### src/rtl/bitmap2_fetch.sv
`timescale 1ns/1ps
// bitmap2_fetch: turns the VGA raster position into bitmap memory reads and
// a 4-bit palette index. Each memory byte holds two pixels: the high nibble
// is the even pixel and the low nibble is the odd pixel. Each bitmap pixel
// is drawn as a 2^SCALE_LOG2 square on screen.
//
// Ports
//   i_clk, i_rst_n      pixel clock, asynchronous active-low reset
//   i_active, i_x, i_y  raster timing inputs
//   o_rd_en, o_rd_addr  synchronous memory read strobe and byte address
//   i_rd_data           memory byte, valid one cycle after o_rd_en
//   o_index, o_active   palette index and display enable, 3 cycles after
//                       the raster inputs
//
// Build option
//   BITMAP2_FETCH_READ_SKIP_EN  defined: a read is issued only when the byte
//   address changes or on the first in-image cycle of a row. Otherwise the
//   held byte is reused. o_index is the same as in the default build.
module bitmap2_fetch #(
   parameter int unsigned IMG_W      = 160,
   parameter int unsigned IMG_H      = 120,
   parameter int unsigned SCALE_LOG2 = 2,
   parameter logic [3:0]  BG_INDEX   = 4'd0,
   parameter int unsigned AW         = 14
) (
   input  logic          i_clk,
   input  logic          i_rst_n,
   input  logic          i_active,
   input  logic [9:0]    i_x,
   input  logic [9:0]    i_y,
   output logic          o_rd_en,
   output logic [AW-1:0] o_rd_addr,
   input  logic [7:0]    i_rd_data,
   output logic [3:0]    o_index,
   output logic          o_active
);

   localparam int unsigned PW      = AW + 1;
   localparam logic [9:0]  Y_MASK  = 10'((1 << SCALE_LOG2) - 1);
   localparam logic [PW-1:0] IMG_W_P = PW'(IMG_W);

   // Position decode
   logic [9:0]    bx_c, by_c;
   logic          in_img_c, origin_c, row_step_c, locked_c, req_c, rd_c;
   logic [PW-1:0] base_c, pix_c;
   logic [AW-1:0] addr_c;

   // State
   logic [PW-1:0] row_base_q, row_base_d;
   logic          lock_q, lock_d;
   logic          rd_en_q, rd_en_d;
   logic [AW-1:0] rd_addr_q, rd_addr_d;
   logic          s1_act_q, s1_act_d, s1_show_q, s1_show_d;
   logic          s1_bg_q, s1_bg_d, s1_odd_q, s1_odd_d;
   logic          s2_act_q, s2_act_d, s2_show_q, s2_show_d;
   logic          s2_bg_q, s2_bg_d, s2_odd_q, s2_odd_d;
   logic [3:0]    index_q, index_d;
   logic          active_q, active_d;
   logic [7:0]    data_c;

`ifdef BITMAP2_FETCH_READ_SKIP_EN
   logic          seen_q, seen_d;
   logic [AW-1:0] last_q, last_d;
   logic          s2_rd_q, s2_rd_d;
   logic [7:0]    byte_q, byte_d;
`endif

   assign bx_c       = i_x >> SCALE_LOG2;
   assign by_c       = i_y >> SCALE_LOG2;
   assign in_img_c   = (32'(bx_c) < IMG_W) && (32'(by_c) < IMG_H);
   assign origin_c   = (i_x == 10'd0) && (i_y == 10'd0);
   assign row_step_c = (i_x == 10'd0) && ((i_y & Y_MASK) == 10'd0) && (i_y != 10'd0);
   // Lock takes effect on the (0,0) cycle itself so that pixel is drawn.
   assign locked_c   = lock_q | origin_c;
   assign req_c      = i_active & in_img_c & locked_c;

   // Row base as seen by the current pixel: the x==0 update is folded in
   // combinationally so the first pixel of a new bitmap row is correct.
   always_comb begin
      base_c = row_base_q;
      if (origin_c) begin
         base_c = '0;
      end else if (row_step_c) begin
         base_c = row_base_q + IMG_W_P;
      end
   end

   assign pix_c  = base_c + PW'(bx_c);
   assign addr_c = pix_c[AW:1];

   // Read strobe decision
`ifdef BITMAP2_FETCH_READ_SKIP_EN
   always_comb begin
      rd_c   = req_c & (~(seen_q & (i_x != 10'd0)) | (addr_c != last_q));
      seen_d = seen_q;
      last_d = last_q;
      if (rd_c) begin
         seen_d = 1'b1;
         last_d = addr_c;
      end else if (i_x == 10'd0) begin
         seen_d = 1'b0;
      end
   end
   assign s2_rd_d = rd_en_q;
   assign byte_d  = s2_rd_q ? i_rd_data : byte_q;
   assign data_c  = s2_rd_q ? i_rd_data : byte_q;
`else
   assign rd_c   = req_c;
   assign data_c = i_rd_data;
`endif

   // Next-state for row base, lock and the three pipeline stages
   always_comb begin
      row_base_d = row_base_q;
      lock_d     = lock_q | origin_c;
      if (i_x == 10'd0) begin
         row_base_d = base_c;
      end
      rd_en_d   = rd_c;
      rd_addr_d = addr_c;
      s1_act_d  = i_active;
      s1_show_d = req_c;
      s1_bg_d   = i_active & locked_c & ~in_img_c;
      s1_odd_d  = pix_c[0];
      s2_act_d  = s1_act_q;
      s2_show_d = s1_show_q;
      s2_bg_d   = s1_bg_q;
      s2_odd_d  = s1_odd_q;
      active_d  = s2_act_q;
      index_d   = 4'd0;
      if (s2_show_q) begin
         index_d = s2_odd_q ? data_c[3:0] : data_c[7:4];
      end else if (s2_bg_q) begin
         index_d = BG_INDEX;
      end
   end

   always_ff @(posedge i_clk or negedge i_rst_n) begin
      if (!i_rst_n) begin
         row_base_q <= '0;
         lock_q     <= 1'b0;
         rd_en_q    <= 1'b0;
         rd_addr_q  <= '0;
         s1_act_q   <= 1'b0;
         s1_show_q  <= 1'b0;
         s1_bg_q    <= 1'b0;
         s1_odd_q   <= 1'b0;
         s2_act_q   <= 1'b0;
         s2_show_q  <= 1'b0;
         s2_bg_q    <= 1'b0;
         s2_odd_q   <= 1'b0;
         index_q    <= 4'd0;
         active_q   <= 1'b0;
      end else begin
         row_base_q <= row_base_d;
         lock_q     <= lock_d;
         rd_en_q    <= rd_en_d;
         rd_addr_q  <= rd_addr_d;
         s1_act_q   <= s1_act_d;
         s1_show_q  <= s1_show_d;
         s1_bg_q    <= s1_bg_d;
         s1_odd_q   <= s1_odd_d;
         s2_act_q   <= s2_act_d;
         s2_show_q  <= s2_show_d;
         s2_bg_q    <= s2_bg_d;
         s2_odd_q   <= s2_odd_d;
         index_q    <= index_d;
         active_q   <= active_d;
      end
   end

`ifdef BITMAP2_FETCH_READ_SKIP_EN
   // Read-skip bookkeeping and held byte
   always_ff @(posedge i_clk or negedge i_rst_n) begin
      if (!i_rst_n) begin
         seen_q  <= 1'b0;
         last_q  <= '0;
         s2_rd_q <= 1'b0;
         byte_q  <= 8'd0;
      end else begin
         seen_q  <= seen_d;
         last_q  <= last_d;
         s2_rd_q <= s2_rd_d;
         byte_q  <= byte_d;
      end
   end
`endif

   assign o_rd_en   = rd_en_q;
   assign o_rd_addr = rd_addr_q;
   assign o_index   = index_q;
   assign o_active  = active_q;

endmodule

### config.mk
export PLATFORM = sky130hd
export DESIGN_NAME = bitmap2_fetch
export DESIGN_NICKNAME = d
export VERILOG_FILES = /design/src/rtl/bitmap2_fetch.sv
export SDC_FILE = /design/constraint.sdc
export NUM_CORES = 1
export LEC_CHECK = 0
export ABC_AREA = 0
export CAP_MARGIN = 20
export CORE_ASPECT_RATIO = 0.75
export CORE_MARGIN = 2
export CORE_UTILIZATION = 38
export DETAILED_ROUTE_END_ITERATION = 8
export GPL_TIMING_DRIVEN = 0
export SYNTH_ARGS = -nofsm -noshare
export SYNTH_HDL_FRONTEND = slang
export SYNTH_SLANG_ARGS = --single-unit
### constraint.sdc
create_clock -name i_clk -period 3.7 [get_ports i_clk]
set_input_delay 0.555 -clock i_clk [delete_from_list [all_inputs] [get_ports i_clk]]
set_output_delay 0.555 -clock i_clk [all_outputs]
set_load 0.1 [all_outputs]
## Word-level counts from Yosys, hierarchy flattened

Index checks and enable logic that the tools add are counted.

| cells by class | value |
|---|---|
| muxes and demuxes | 4 |
| add/subtract/negate cells | 2 |
| magnitude comparators | 2 |
| reductions and logical operators | 8 |
| bitwise operators | 3 |

Operators with widths:

| kind | number |
|---|---|
| logical NOT 10 bit | 3 |
| 2-to-1 mux 15 bit | 2 |
| adder 15 x 8 -> 15 bit | 1 |
| adder 15 x 8 -> 15 bit (second input constant) | 1 |
| nonzero test 10 bit | 1 |
| less-than comparator 8 x 7 -> 1 bit (second input constant) | 1 |
| less-than comparator 8 bit (second input constant) | 1 |
| 2-to-1 mux 4 bit | 2 |
| logical AND 1 bit | 4 |
| AND 1 bit | 2 |
| OR 1 bit | 1 |

| word-level totals | value |
|---|---|
| output and inout port bits | 20 |
| register bits after elaboration | 41 |
| input port bits | 31 |
| logic and storage cells | 30 |

## Depth between registers and ports, before layout

Gate-level depths: netlist of the first run.

| logic depth | value |
|---|---|
| word-level depth | 6 |
| depth in mapped cells | 15 |

## Worst setup path after synthesis of the first run

OpenSTA, ideal clock, no wires.

| path | value |
|---|---|
| path kind | input-to-reg |
| start point | in i_x[4] |
| end point | reg rd_addr_q[10], in the netlist o_rd_addr[10] |
| arrival time | 3.176 ns |
| required time | 3.614 ns |
| cell stages on the path | 14 |
| setup time | 0.086 ns |
| setup slack | 0.438 ns |
| path buffers | 2 |
| cell sequence | nor4_4 -> and3_2 -> buf_4 -> nand2_1 -> clkbuf_1 -> nand2_1 -> inv_1 -> ha_1 -> a211oi_1 -> nor2_1 -> o31a_1 -> or2_2 -> and3_2 -> nor3_1 |

| on the way | value |
|---|---|
| word-level cells in the longest chain between the ends | 6 |

RTL lines:

| item | line | text |
|---|---|---|
| start, declared | 29 | `input logic [9:0] i_x,` |
| logical NOT 10 bit * | 71, 72 |  |
| logical AND 1 bit (2 in series) | 72 | `assign row_step_c = (i_x == 10'd0) && ((i_y & Y_MASK) == 10'd0) && (i_y != 10'd0);` |
| 2-to-1 mux 15 bit | 83 | `end else if (row_step_c) begin` |
| 2-to-1 mux 15 bit * | 81 | `if (origin_c) begin` |
| named net base_c[1] | 45 | `logic [PW-1:0] base_c, pix_c;` |
| adder 15 x 8 -> 15 bit * | 88 | `assign pix_c = base_c + PW'(bx_c);` |
| named net pix_c[11] | 45 |  |
| end signal, assigned | 158 | `rd_addr_q <= rd_addr_d;` |
| end, declared | 52 | `logic [AW-1:0] rd_addr_q, rd_addr_d;` |

Mark *: on every way through the listed nets, which the timed path passes. The rest lies on a longest branch.
A chain may end at the register's enable or synchronous reset.

## Worst setup path after layout of the first run

| path | value |
|---|---|
| start point | in i_y[6] |
| end point | reg rd_addr_q[10], in the netlist o_rd_addr[10] |

| on the way | value |
|---|---|
| word-level cells in the longest chain between the ends | 5 |

RTL lines:

| item | line | text |
|---|---|---|
| start, declared | 30 | `input logic [9:0] i_y,` |
| nonzero test 10 bit | 72 |  |
| logical AND 1 bit | 72 |  |
| 2-to-1 mux 15 bit | 83 |  |
| 2-to-1 mux 15 bit * | 81 |  |
| named net base_c[1] | 45 |  |
| adder 15 x 8 -> 15 bit * | 88 |  |
| named net pix_c[11] | 45 |  |

Marks and branches as above.

==> results of run 1 <==
-- cells in the mapped netlist (3+ instances only) --
cell and instances:
a21oi_1 10, and2_1 10, clkbuf_1 4, dfrtp_1 41, ha_1 9, inv_1 9, mux2i_1 5, nand2_1 16
nand2b_1 3, nand3_1 4, nand4_1 7, nor2_1 13, nor2b_1 6, nor3_1 3, nor4_4 3, o21a_1 4
o21ai_0 11, o22ai_1 3, xnor2_1 10
-- power by group --
part / total (mW) / internal, mW / switching [mW]
sequential: 0.458 / 0.455 / 0.00243
combinational: 0.141 / 0.0561 / 0.0851
clock: 0.320 / 0.151 / 0.168
-- metrics by stage --
| step | cells | TNS [ns] | area (sq um) | hold WS, ns | utilization (%) |
|---|---|---|---|---|---|
| 3_5_place_dp | 338 | -3.75 | 2820 | 0.335 | 51.5 |
| 5_1_grt | 351 | -0.00201 | 3020 | 0.0579 | 55.2 |
| 4_1_cts | 349 | 0 | 2970 | 0.0634 | 54.2 |
| 6_report | 351 | 0 | 3020 | 0.0694 | 55.2 |
| 2_1_floorplan | 212 | 0 | 2210 | 0.259 | - |
| 3_3_place_gp | 337 | -3.79 | 2800 | 0.332 | 51.2 |
-- cells in the final DEF (no fill, tap or decap), types with 3 or more instances in the layout --
| cell | n |
|---|---|
| o21a_1 | 4 |
| dlymetal6s2s_1 | 7 |
| inv_1 | 9 |
| nor3_1 | 3 |
| nor2_1 | 13 |
| nand2_1 | 14 |
| and2_1 | 10 |
| nand3_1 | 4 |
| clkdlybuf4s50_1 | 42 |
| clkbuf_8 | 6 |
| nand2b_1 | 3 |
| buf_4 | 7 |
| nand4_1 | 7 |
| o22ai_1 | 3 |
| dfrtp_1 | 41 |
| clkbuf_1 | 3 |
| o21ai_0 | 10 |
| nor4_4 | 5 |
| a21oi_1 | 9 |
| nor2b_1 | 6 |
| xnor2_1 | 10 |
| ha_1 | 9 |
| mux2i_1 | 5 |
-- worst min path at each step --
stage | from | endpoint | slack (ns)
floorplan | i_rst_n | active_d | 0.26
global placement | active_d | o_active | 0.33
detailed placement | active_d | o_active | 0.33
CTS | i_rst_n | o_index[1] | 0.06
global route | i_rst_n | o_index[0] | 0.06
finish | i_rst_n | o_index[1] | 0.07
-- final cells by class --
class	count	share of cell area, %
sequential	41	34.0
tap	75	3.11
buffer	5	0.788
inverter	9	1.12
clock buffer	6	2.74
multi-input combinational	156	38.6
clock inverter	2	0.456
timing repair buffer	57	19.2
-- kinds of logic after synthesis --
family / after synthesis
multiplexers: 5
AO/OA/AOI/OAI: 47
flip-flops: 41
AND/OR/NAND/NOR: 82
XOR/XNOR: 12
adder cells (fa/ha/maj): 10
buffers and inverters: 15
-- per-layer routing --
metal	up-vias	share of wire, %	track usage, %
met5	-	0	0
met2	52	43	23.7
met1	847	51	23.9
met4	0	1.0	5.47
met3	5	5.0	3.99
li1	895	-	-
-- worst register-to-register path: stages, from the launching register on --
cell and delay (ns):
dfrtp_1 0.45, ha_1 0.28, or2_1 0.22, clkbuf_1 0.17, o22ai_1 0.19, ha_1 0.23, or3_1 0.18, o22ai_1 0.12
a21oi_2 0.24, and3_1 0.21, nand4_1 0.12, xnor2_1 0.16
-- state kept, by name (all words and copies together) (netlist names) --
register	flops
s2_odd_q	1
s1_odd_q	1
lock_q	1
s2_show_q	1
active_d	1
s1_show_q	1
s1_act_q	1
row_base_q	15
o_active	1
o_index	4
o_rd_addr	14
-- what timing repair did --
| item | CTS | global route |
|---|---|---|
| pin swaps | 3 | 5 |
| hold buffers | 0 | 0 |
| resized for setup | 8 | 12 |
| buffers inserted | 3 | 3 |
| setup endpoints to repair | 6 | 3 |
==> impl_metrics.py, run 1 <==
metrics = {
    "run_status": {
        "outcome": "complete, no violations",
    },
    "worst_setup_path": {
        "crit_slowest_cell": "clkdlybuf4s50_1",
        "cpLargestDelayFamily": "simple AND/OR/NAND/NOR gates",
        "timing.rr.end": "o_rd_addr[13]",
        "setup.worst_path.end": "o_rd_addr[10]",
        "critical_path.startpoint": "i_y[6]",
        "critPathCaptureType": "register",
        "worstPathBufferInverterCount": 3,
        "timing.rr.start": "row_base_q[5]",
        "path_cells": "clkdlybuf4s50_1 -> nor4_4 -> and2_1 -> nand2_2 -> buf_4 -> nand2_2 -> inv_1 -> ha_1 -> a211oi_1 -> nor2_1 -> o31a_1 -> or2_2 -> and3_2 -> nor3_1",
        "cp.depth": 14,
        "cp_slowest_stage_delay_ns": 0.46,
        "reg2reg_setup_slack_ns": 1.02,
        "crit_type": "input pin to register",
        "critPathRequiredTime_ns": 3.92,
        "cp.arrival_ns": 3.75,
        "timing.critical_path.fanout_max": 10,
        "cp_common_cell": "nand2_2",
        "worst_reg2reg_path_depth": 11,
        "kind_of_launch_point_of_the_worst_setup_path": "input pin",
    },
    "yosys": {
        "syn_inst": 212,
        "synth_flop_cell": "dfrtp_1",
        "synth_compound_gate_area_share_pct": 14.6,
        "yosysTopAreaCell": "dfrtp_1",
        "postSynth.asyncResetShare_pct": 100,
        "synthSimpleGateAreaFrac_pct": 23.1,
        "synth_fp_nets": 253,
        "syn-cell-area_sq_um": 2210,
        "synthXorXnorAreaFrac_pct": 4.76,
        "post_synth_mux_area_share_pct": 2.27,
        "synth-edff-count": 0,
        "synth.yosys.seq_area_share_pct": 46.5,
        "synth_top_area_share_pct": 46.5,
        "syn_area_per_cell_sq_um": 10.4,
        "synth_fa_ha_area_share_pct": 6.01,
        "ys_warn_count": 0,
        "yosys-top-cells-area": "dfrtp_1 (47%), ha_1 (5.1%), xnor2_1 (4.0%)",
        "flip_flop_and_latch_count_after_synthesis": 41,
        "synth_top_family_by_area": "simple AND/OR/NAND/NOR gates",
        "yosysUniqueCellTypes": 49,
    },
    "grt": {
        "global_route_wire_length_before_repair_um": 8340,
        "global_router_s_overall_resource_usage_pct": 16.4,
        "grt_remaining_overflow": 0,
        "grt_start_max_net_pins": 38,
        "antenna_found_initial": 0,
        "grt_pass1_vias": 1734,
    },
    "floorplan": {
        "floorplan.die.height_um": 70.0,
        "floorplan_die_area_sq_um": 6440,
        "placementRows": 23,
        "initial_core_util_pct": 40.3,
        "die_w_um": 92.0,
        "core_region_area_sq_um": 5470,
        "pin_count": 51,
    },
    "clock_tree": {
        "clock_latency_ns": 0.30,
        "cts_sinks": 41,
        "clk_root_buffer_cell": "clkbuf_8",
        "cts.htree.levels": 2,
        "tritoncts": "built",
        "path_clk_slew_ns": 0.09,
        "cts_inserted_buffers": 5,
        "cts_buffer_depth": 2,
    },
    "pwr": {
        "areal_power_density_over_the_cells_nw_per_um2": 304,
        "leakagePower_nw": 1.38,
        "ir_drop_mv": 0.156,
        "finalPower_mw": 0.919,
    },
    "detailed_routing": {
        "routed_wl_um": 5050,
        "detailroute.via_count": 1799,
        "detail_route.drc_violations": 0,
        "viasPerCell": 5.13,
        "iteration_0_drc_markers": 93,
        "routed_wire_length_per_instance_um": 14.4,
        "first_pass_drt_iterations": 4,
        "drtAntennaViolNets": 0,
    },
    "timing": {
        "fin_worst_skew_ns": 0.00601,
        "setup_viol_count_final": 0,
        "max_slew_margin_pct": 35.2,
        "period_share_pct": 95.5,
        "max_slew.worst_pin.slew_ns": 0.969,
        "postLayoutSetupSlackWorst_ns": 0.167,
        "timing.final.crit_period_ns": 3.53,
        "max_freq_mhz": 283,
        "slew_viol_final": 0,
        "timing.final.hold_violations": 0,
    },
    "flow_run": {
        "cap_viol_max_count": 0,
    },
    "min_path": {
        "holdCritPathClass": "input pin to async pin",
    },
    "cells_and_area": {
        "seq_area_sq_um": 1030,
        "finish.net_count": 316,
        "syn2layout_area_growth_pct": 36.8,
        "n_fill_cell": 484,
        "num_antenna_cells": 0,
        "drive_above_1_share_pct": 13.0,
        "area_used_by_multi_input_combinational_logic_sq_um": 1170,
    },
    "place": {
        "place.port_buffers": 50,
        "place.gp.congestion": 0.826,
        "pre_cts_ws_ns": -0.588,
        "dp.final_hpwl_um": 3690,
    },
}
(Power assumes the default switching activity.)
==> run 2: changes to the inputs <==
--- a/config.mk
+++ b/config.mk
@@ -7,11 +7,14 @@
 export LEC_CHECK = 0
 export ABC_AREA = 0
 export CAP_MARGIN = 20
+export CELL_PAD_IN_SITES_DETAIL_PLACEMENT = 0
+export CELL_PAD_IN_SITES_GLOBAL_PLACEMENT = 2
 export CORE_ASPECT_RATIO = 0.75
 export CORE_MARGIN = 2
-export CORE_UTILIZATION = 38
+export CORE_UTILIZATION = 33
 export DETAILED_ROUTE_END_ITERATION = 8
 export GPL_TIMING_DRIVEN = 0
+export PLACE_DENSITY_LB_ADDON = 0.1
 export SYNTH_ARGS = -nofsm -noshare
 export SYNTH_HDL_FRONTEND = slang
 export SYNTH_SLANG_ARGS = --single-unit
==> run 2 against run 1 <==
Compared with the run above:
- non-clock buffer count decreased by 1
- cell area is 0.54% higher
- critical path type unchanged
- critical path depth shrank 1
- combinational power about the same
- wire length increased by 2.5%
==> impl_metrics.py, run 2 (synthesis results as in run 1) <==
metrics = {
    "timing": {
        "timing.final.crit_period_ns": 3.46,
        "max_freq_mhz": 289,
        "slew_viol_final": 0,
        "timing.final.hold_violations": 0,
        "fin_worst_skew_ns": 0.00870,
        "grt_setup_unrepaired": "no",
        "max_slew_margin_pct": 34.9,
        "max_slew.worst_pin.slew_ns": 0.973,
        "setup_viol_count_final": 0,
        "period_share_pct": 93.6,
    },
    "worst_setup_path": {
        "timing.rr.start": "row_base_q[5]",
        "cpLargestDelayFamily": "simple AND/OR/NAND/NOR gates",
        "critPathRequiredTime_ns": 3.91,
        "worstPathBufferInverterCount": 2,
        "worst_reg2reg_path_depth": 11,
        "crit_slowest_cell": "clkdlybuf4s50_1",
        "reg2reg_setup_slack_ns": 1.07,
        "timing.critical_path.fanout_max": 10,
        "path_cells": "clkdlybuf4s50_1 -> nor4_4 -> and3_4 -> nand2_2 -> clkbuf_4 -> and2_1 -> ha_1 -> o21ai_0 -> nor2_1 -> o31a_1 -> or2_2 -> and3_2 -> nor3_1",
        "kind_of_launch_point_of_the_worst_setup_path": "input pin",
        "timing.rr.end": "o_rd_addr[13]",
        "cp.arrival_ns": 3.67,
        "crit_type": "input pin to register",
        "critPathCaptureType": "register",
        "cp_slowest_stage_delay_ns": 0.47,
    },
    "detailed_routing": {
        "viasPerCell": 4.97,
        "drtAntennaViolNets": 0,
        "routed_wire_length_per_instance_um": 14.5,
        "first_pass_drt_iterations": 4,
        "routed_wl_um": 5180,
        "detailroute.via_count": 1769,
        "iteration_0_drc_markers": 113,
        "detail_route.drc_violations": 0,
    },
    "grt": {
        "grt_remaining_overflow": 0,
        "global_router_s_overall_resource_usage_pct": 15.6,
        "grt_pass1_vias": 1756,
        "grt_start_max_net_pins": 30,
        "global_route_wire_length_before_repair_um": 8940,
        "antenna_found_initial": 0,
    },
    "clock_tree": {
        "path_clk_slew_ns": 0.09,
        "clock_latency_ns": 0.29,
        "clk_root_buffer_cell": "clkbuf_8",
        "cts.htree.levels": 2,
        "tritoncts": "built",
        "cts_inserted_buffers": 5,
        "cts_sinks": 41,
        "cts_buffer_depth": 2,
        "cts_hold_buf": 0,
    },
    "cells_and_area": {
        "n_fill_cell": 610,
        "final_common_cell": "clkdlybuf4s50_1",
        "drive_above_1_share_pct": 13.5,
        "num_antenna_cells": 0,
        "syn2layout_area_growth_pct": 37.5,
        "final_cell_mix": "clkdlybuf4s50_1 (46), dfrtp_1 (41), nand2_1 (14), nor2_1 (13), o21ai_0 (11)",
        "area_used_by_multi_input_combinational_logic_sq_um": 1170,
        "finish.net_count": 315,
        "top_register": "row_base_q",
        "seq_area_sq_um": 1030,
        "largest_reg_flops": 15,
        "finalCoreUtilization_pct": 47.5,
    },
    "floorplan": {
        "pin_count": 51,
        "core_region_area_sq_um": 6380,
        "floorplan_die_area_sq_um": 7360,
        "floorplan.die.height_um": 74.8,
        "die_w_um": 98.4,
        "initial_core_util_pct": 34.6,
        "placementRows": 25,
    },
    "pwr": {
        "areal_power_density_over_the_cells_nw_per_um2": 318,
        "finalPower_mw": 0.966,
        "ir_drop_mv": 0.200,
        "leakagePower_nw": 1.34,
    },
    "place": {
        "place.port_buffers": 50,
        "place.gp.congestion": 0.772,
        "dp.final_hpwl_um": 3930,
    },
    "min_path": {
        "holdCritPathClass": "input pin to async pin",
    },
    "run_status": {
        "outcome": "complete, no violations",
    },
    "flow_run": {
        "cap_viol_max_count": 0,
    },
}
-- run 2: final cells by class --
class,count,share of cell area (%)
buffer,5,0.784
clock buffer,5,2.27
clock inverter,3,1.53
inverter,9,1.11
multi-input combinational,156,38.7
sequential,41,33.8
tap,81,3.34
timing repair buffer,56,18.5
-- run 2: worst register-to-register path: stages, from the launching register on --
cell and delay [ns]:
dfrtp_1 0.45, ha_1 0.29, or2_1 0.13, clkbuf_1 0.23, o22ai_1 0.15, ha_1 0.32
o21a_1 0.15, o22ai_1 0.09, a21oi_2 0.25, and3_1 0.19, nand4_1 0.11, xnor2_1 0.15
-- run 2: where the power goes --
part / total [mW] / internal [mW] / switching, mW / leakage (nW)
Clock: 0.369 / 0.202 / 0.167 / 0.0543
Combinational: 0.138 / 0.0545 / 0.0835 / 0.747
Sequential: 0.458 / 0.455 / 0.00274 / 0.539
Total: 0.966 / 0.712 / 0.254 / 1.34
-- run 2: what timing repair did --
item | 4_1_cts | 5_1_grt
buffers inserted | 3 | 2
endpoints found under the setup margin | 7 | 3
pin swaps | 3 | 5
gates resized for setup | 8 | 10
-- run 2: how the worst max path moves through the flow --
| stage | start | end | cells after the start |
|---|---|---|---|
| 2_1_floorplan | i_x[4] | o_rd_addr[10] | 14 |
| 3_3_place_gp | i_y[6] | o_rd_addr[13] | 15 |
| 3_5_place_dp | i_x[3] | o_rd_addr[13] | 16 |
| 4_1_cts | i_x[2] | o_rd_addr[10] | 15 |
| 5_1_grt | i_y[8] | o_rd_addr[10] | 14 |
| 6_report | i_x[4] | o_rd_addr[10] | 13 |
-- run 2: metal layers --
metal,global-route usage (%),part of all wire (%)
met1,23.8,54
met2,22.5,40
met3,3.71,4.9
met4,3.20,0.70
met5,0,0
-- run 2: metrics by stage --
stage / setup TNS [ns] / std cells / setup WS [ns] / cell area [sq um] / hold WS (ns)
after CTS: 0 / 355 / 0.0371 / 2990 / 0.160
after detailed placement: -3.86 / 344 / -0.613 / 2820 / 0.335
after global placement: -4.49 / 343 / -0.674 / 2810 / 0.333
after global routing: 0 / 356 / 0.0331 / 3030 / 0.157
after floorplan: 0 / 212 / 0.438 / 2210 / 0.259
final: 0 / 356 / 0.236 / 3030 / 0.151
